[src/rtl/cci_test_rd_stream.sv]
// Sequential-read traffic engine: issues num_lines channel-0 line reads from a
// virtual base address, checks that responses return in order with the expected
// tag and payload, and reports completion, error and cycle statistics.
module cci_test_rd_stream #(
   parameter int unsigned MAX_OUTSTANDING = 64,
   parameter int unsigned LINE_ADDR_WIDTH = 42,
   parameter int unsigned CNT_WIDTH       = 32
) (
   input  logic                       clk,
   input  logic                       reset,
   input  logic                       start,
   input  logic [LINE_ADDR_WIDTH-1:0] base_line_addr,
   input  logic [CNT_WIDTH-1:0]       num_lines,
   input  logic                       c0_tx_almost_full,
   output logic                       c0_req_valid,
   output logic [LINE_ADDR_WIDTH-1:0] c0_req_addr,
   output logic [15:0]                c0_req_mdata,
   input  logic                       c0_rsp_valid,
   input  logic [15:0]                c0_rsp_mdata,
   input  logic [511:0]               c0_rsp_data,
   output logic                       busy,
   output logic                       done,
   output logic                       err,
   output logic [CNT_WIDTH-1:0]       first_err_idx,
   output logic [CNT_WIDTH-1:0]       rsp_count,
   output logic [CNT_WIDTH-1:0]       cycle_count
);

   // One extra bit so the counter can represent MAX_OUTSTANDING itself.
   localparam int unsigned OutW = $clog2(MAX_OUTSTANDING) + 1;

   typedef enum logic [1:0] {StIdle, StRun, StDrain, StDone} state_e;

   state_e                     state_q, state_d;
   logic [LINE_ADDR_WIDTH-1:0] base_q, base_d;
   logic [CNT_WIDTH-1:0]       nlines_q, nlines_d;
   logic [CNT_WIDTH-1:0]       issued_q, issued_d;
   logic [CNT_WIDTH-1:0]       rcvd_q, rcvd_d;
   logic [OutW-1:0]            outst_q, outst_d;
   logic                       req_valid_q, req_valid_d;
   logic [LINE_ADDR_WIDTH-1:0] req_addr_q, req_addr_d;
   logic [15:0]                req_mdata_q, req_mdata_d;
   logic                       err_q, err_d;
   logic [CNT_WIDTH-1:0]       first_err_idx_q, first_err_idx_d;
   logic [CNT_WIDTH-1:0]       rsp_count_q, rsp_count_d;
   logic [CNT_WIDTH-1:0]       cycle_count_q, cycle_count_d;
   logic                       active, issue, accept;

   assign active = (state_q == StRun) || (state_q == StDrain);

   // Next-state: FSM, request issue, response checking and counters.
   always_comb begin
      state_d         = state_q;
      base_d          = base_q;
      nlines_d        = nlines_q;
      issued_d        = issued_q;
      rcvd_d          = rcvd_q;
      outst_d         = outst_q;
      req_valid_d     = 1'b0;
      req_addr_d      = req_addr_q;
      req_mdata_d     = req_mdata_q;
      err_d           = err_q;
      first_err_idx_d = first_err_idx_q;
      rsp_count_d     = rsp_count_q;
      cycle_count_d   = cycle_count_q;
      issue           = 1'b0;
      accept          = 1'b0;

      unique case (state_q)
         StIdle, StDone: begin
            if (start) begin
               base_d          = base_line_addr;
               nlines_d        = num_lines;
               issued_d        = '0;
               rcvd_d          = '0;
               outst_d         = '0;
               err_d           = 1'b0;
               first_err_idx_d = '0;
               rsp_count_d     = '0;
               cycle_count_d   = '0;
               // A zero-length run skips issue and completes via DRAIN.
               state_d         = (num_lines == '0) ? StDrain : StRun;
            end
         end
         StRun: begin
            if (!c0_tx_almost_full && (outst_q < OutW'(MAX_OUTSTANDING)) &&
                (issued_q < nlines_q)) begin
               issue       = 1'b1;
               req_valid_d = 1'b1;
               req_addr_d  = base_q + LINE_ADDR_WIDTH'(issued_q);
               req_mdata_d = issued_q[15:0];
               issued_d    = issued_q + CNT_WIDTH'(1);
            end
            if (issued_d == nlines_q) state_d = StDrain;
         end
         StDrain: begin
            if (rcvd_q == nlines_q) state_d = StDone;
         end
         default: state_d = StIdle;
      endcase

      if (active && c0_rsp_valid) begin
         if (outst_q == '0) begin
            // Unsolicited response: flag it but do not count it.
            if (!err_q) begin
               err_d           = 1'b1;
               first_err_idx_d = rcvd_q;
            end
         end else begin
            accept      = 1'b1;
            rcvd_d      = rcvd_q + CNT_WIDTH'(1);
            rsp_count_d = rsp_count_q + CNT_WIDTH'(1);
            if (!err_q && ((c0_rsp_mdata != rcvd_q[15:0]) ||
                           (c0_rsp_data[63:0] != 64'(rcvd_q)))) begin
               err_d           = 1'b1;
               first_err_idx_d = rcvd_q;
            end
         end
      end

      if (issue && !accept)      outst_d = outst_q + OutW'(1);
      else if (!issue && accept) outst_d = outst_q - OutW'(1);

      if (active && (cycle_count_q != '1)) cycle_count_d = cycle_count_q + CNT_WIDTH'(1);
   end

   // State registers with synchronous reset.
   always_ff @(posedge clk) begin
      if (reset) begin
         state_q         <= StIdle;
         base_q          <= '0;
         nlines_q        <= '0;
         issued_q        <= '0;
         rcvd_q          <= '0;
         outst_q         <= '0;
         req_valid_q     <= 1'b0;
         req_addr_q      <= '0;
         req_mdata_q     <= '0;
         err_q           <= 1'b0;
         first_err_idx_q <= '0;
         rsp_count_q     <= '0;
         cycle_count_q   <= '0;
      end else begin
         state_q         <= state_d;
         base_q          <= base_d;
         nlines_q        <= nlines_d;
         issued_q        <= issued_d;
         rcvd_q          <= rcvd_d;
         outst_q         <= outst_d;
         req_valid_q     <= req_valid_d;
         req_addr_q      <= req_addr_d;
         req_mdata_q     <= req_mdata_d;
         err_q           <= err_d;
         first_err_idx_q <= first_err_idx_d;
         rsp_count_q     <= rsp_count_d;
         cycle_count_q   <= cycle_count_d;
      end
   end

   assign c0_req_valid  = req_valid_q;
   assign c0_req_addr   = req_addr_q;
   assign c0_req_mdata  = req_mdata_q;
   assign busy          = active;
   assign done          = (state_q == StDone);
   assign err           = err_q;
   assign first_err_idx = first_err_idx_q;
   assign rsp_count     = rsp_count_q;
   assign cycle_count   = cycle_count_q;

endmodule
[config.mk]
export PLATFORM = sky130hd
export DESIGN_NAME = cci_test_rd_stream
export DESIGN_NICKNAME = d
export VERILOG_FILES = /design/src/rtl/cci_test_rd_stream.sv
export SDC_FILE = /design/constraint.sdc
export NUM_CORES = 1
export LEC_CHECK = 0
export BUFFER_PORTS_ARGS = -buffer_cell sky130_fd_sc_hd__buf_2
export CAP_MARGIN = 25
export CORE_AREA = 8 8 295 297
export CTS_CLUSTER_SIZE = 25
export DETAILED_ROUTE_END_ITERATION = 8
export DIE_AREA = 0 0 303 305
export GPL_ROUTABILITY_DRIVEN = 0
export GPL_TIMING_DRIVEN = 0
export PLACE_DENSITY_LB_ADDON = 0.2
export SLEW_MARGIN = 20
export SYNTH_ARGS = -nofsm -noshare
export SYNTH_HDL_FRONTEND = slang
export SYNTH_SLANG_ARGS = --single-unit
[constraint.sdc]
create_clock -name clk -period 4.83 [get_ports clk]
set_input_delay 0.483 -clock clk [delete_from_list [all_inputs] [get_ports clk]]
set_output_delay 0.483 -clock clk [all_outputs]
set_load 0.005 [all_outputs]
==> metrics <==
status complete, no violations; Slowest-stage cell, CP a221oi_2; antenna viol nets, final 0; DIE AREA 92420 um2; Leakage a little under 9 nW; I/O pin count ~770; Remaining Overflow, GRT 0; Post-synth ARST share 0%; Main synth FF type dfxtp_1; gr usage total between 15 and 20%; min-delay src num_lines[30]; DRT Wirelength approximately 80000 um; number of buffers added on ports roughly 320; fin crit share about 95%; P&R area growth vs syn 25.85%; Reg2Reg Setup Slack 0.24 ns; Worst R2R Path Depth 11; max-slew violations 0; Hold Path End nlines_q[30]; DRC errors left 0; Mapped Area between 15000 and 20000 um2; commonest cells after routing, fill and taps aside nand2_1, buf_2, dfxtp_1; CTS clk-pin slew, worst paths 0.06 ns; CTS buffer count 40; data arrival time of the critical path 5.05 ns; Initial DRT Pass Iterations 5; CTS Sinks 303; worst-path fanout max 10; Non-Filler Instances around 3800; CP peak stage delay ~0.64 ns; commonest non-fill, non-tap cell in the layout nand2_1; Die H 305 um; vias in the first global route roughly 17000; endpoints failing setup 0; root buf cell clkbuf_16; post-synthesis compound-gate area fraction a little under a fifth; routed via count around 18000; Post-DP HPWL about 63000 um; RSZ-0062 raised after global routing false; Post-Synth Adder-Cell Area around 5.4%; effective utilization at floorplan about a fifth; Critical R2R Launch nlines_q[11]; max_cap viols 0; syn avg cell area 7.591 um2; worst-path cell chain inv_1 > ha_1 > a21oi_1 > a2111oi_4 > a221oi_2 > nand2_1 > o41ai_1 > o2111ai_1 > or4_1 > o22a_1 > mux2_4; Worst-Margin Slew approximately 1.0 ns; Final Hold Viols 0; Hold WC Path Type input pin to register; synthesis-stage register bit count 303; Post-Synth XOR/XNOR Area under 10%; share of cells above drive strength 1 17.05%; Layout Skew 0.04580 ns; largest net degree at the start of global routing 13; row count 106; dpl cells 3694; largest family of logic cells by synthesized area simple AND/OR/NAND/NOR gates; CP startpoint kind register; first-pass GRT wire length roughly 120000 um; Peak VDD IR between 0.2 and 0.25 mV; Ys Warns 0; FMAX roughly 220 MHz; CP endpoint kind register; reg-to-reg endpoint state_q[0]; initial antenna violation count 23; Pwr per Cell Area between 400 and 500 nW/um2; Max Buffers Root-to-Sink 3; Via-to-Cell Ratio roughly 4.8; Slew headroom between 30% and 40%; routed length per instance ~21 um; Nets between 3000 and 4000; worst skew pair latency roughly 0.58 ns; overall power approximately 9 mW; fin crit period between 4 and 5 ns; Synth Area in Simple Gates a little over a quarter; post-synth cell types between 70 and 80; core area 82630 um2; post-synthesis cell count 2294; DR iter-0 viols 1121; Critical Path RT around 5.3 ns; die width between 300 and 400 um; sequential cell area fraction in the yosys report 34.83%; H-tree depth 2; post-synthesis mux area share between 1 and 1.5%; Mapped Nets slightly below 3000; Min-Delay Path Depth 3; crit path kind register to register; Hold-fix buffers, CTS 0; Post-synth EDFFs 0; Min Hold Slack approximately 0.15 ns; CTS tree built
## worst max-delay path, delay by kind of cell, from the launching register on
kind	cells	cell delay, ns
compound gates	6	2.35
flops	1	0.48
fa+ha+maj	1	0.35
simple gates	2	0.82
mux	1	0.32
buf+inv	1	0.15
## synth_stat cells (all sizes together), types with 22 or more instances
cell type	instances	share of area [%]
and3	37	1.3
or3	29	1.0
inv	87	1.9
nand2	355	7.7
xnor2	75	3.8
a21o	30	1.3
nand3	92	2.6
nor2	225	4.8
nand4	55	2.0
a21oi	225	6.5
a31oi	53	1.9
nor3	41	1.2
buf	28	0.81
o21ai	84	2.4
clkbuf	112	2.4
dfxtp	303	35
a311oi	22	1.1
nor4	49	1.9
ha	74	5.3
xor2	84	4.2
a211oi	28	1.3
## per-stage QoR
stage / TNS, ns / utilization (%) / setup slack (ns) / cell area, um2
after floorplan: 0 / - / 0.9116 / 17410
after global placement: -3.432 / 24.63 / -0.6533 / 20350
after detailed placement: -3.007 / 24.70 / -0.5238 / 20410
after CTS: 0 / 26.47 / 0.1116 / 21870
after global routing: 0 / 26.51 / 0.02691 / 21900
final: 0 / 26.52 / 0.2447 / 21920
## power breakdown
group	internal, mW	switching (mW)
clock network	2.02	1.23
logic	0.854	1.93
registers	2.71	0.267
## layout make-up
class / count / area [um2]
Antenna cell: 7 / 17.52
Buffer: 139 / 568.0
Clock buffer: 57 / 1216
Clock inverter: 15 / 232.7
Fill cell: 9224 / 60710
Inverter: 88 / 334.1
Multi-Input combinational cell: 1763 / 10480
Sequential cell: 303 / 6067
Tap cell: 1080 / 1351
Timing Repair Buffer: 322 / 1649
## routing by layer
metal  track usage (%)  share of wire [%]  vias to the layer above
li1                  -                  -                     8877
met1             21.84                 45                     8394
met2             26.39                 44                      626
met3             5.097                8.7                      121
met4             3.698                2.3                       18
met5                 0               0.16                        -
## state kept, by name (all words and copies together) (netlist names), 7 cells and up
signal	flops
base_q	42
c0_req_addr	42
c0_req_mdata	16
cycle_count	32
first_err_idx	32
issued_q	32
nlines_q	32
outst_q	7
rcvd_q	32
rsp_count	32
## logic make-up (layout without fill, tap and decap cells)
kind of cell             Yosys count  in the layout
AO/OA/AOI/OAI                    529            529
XOR/XNOR                         159            159
adder cells (fa/ha/maj)           75             75
buffers and inverters            228            621
flip-flops                       303            303
multiplexers                      19             19
other                              0              7
AND/OR/NAND/NOR                  981            981
## how the worst max path moves through the flow
stage                 startpoint          to  slack, ns  cells after the start
floorplan           nlines_q[31]  outst_q[3]       0.91                     17
global placement    nlines_q[21]  outst_q[5]      -0.65                     18
detailed placement  issued_q[29]  outst_q[5]      -0.52                     17
CTS                 nlines_q[30]  outst_q[2]       0.11                     16
global route        nlines_q[11]  outst_q[5]       0.03                     16
finish              nlines_q[11]  state_q[0]       0.24                     11
## timing repair
item	CTS	global route
gates cloned	0	0
buffers inserted	1	0
setup endpoints to repair	7	6
resized for setup	5	5
Note: power is estimated with default switching activity, not from simulation.
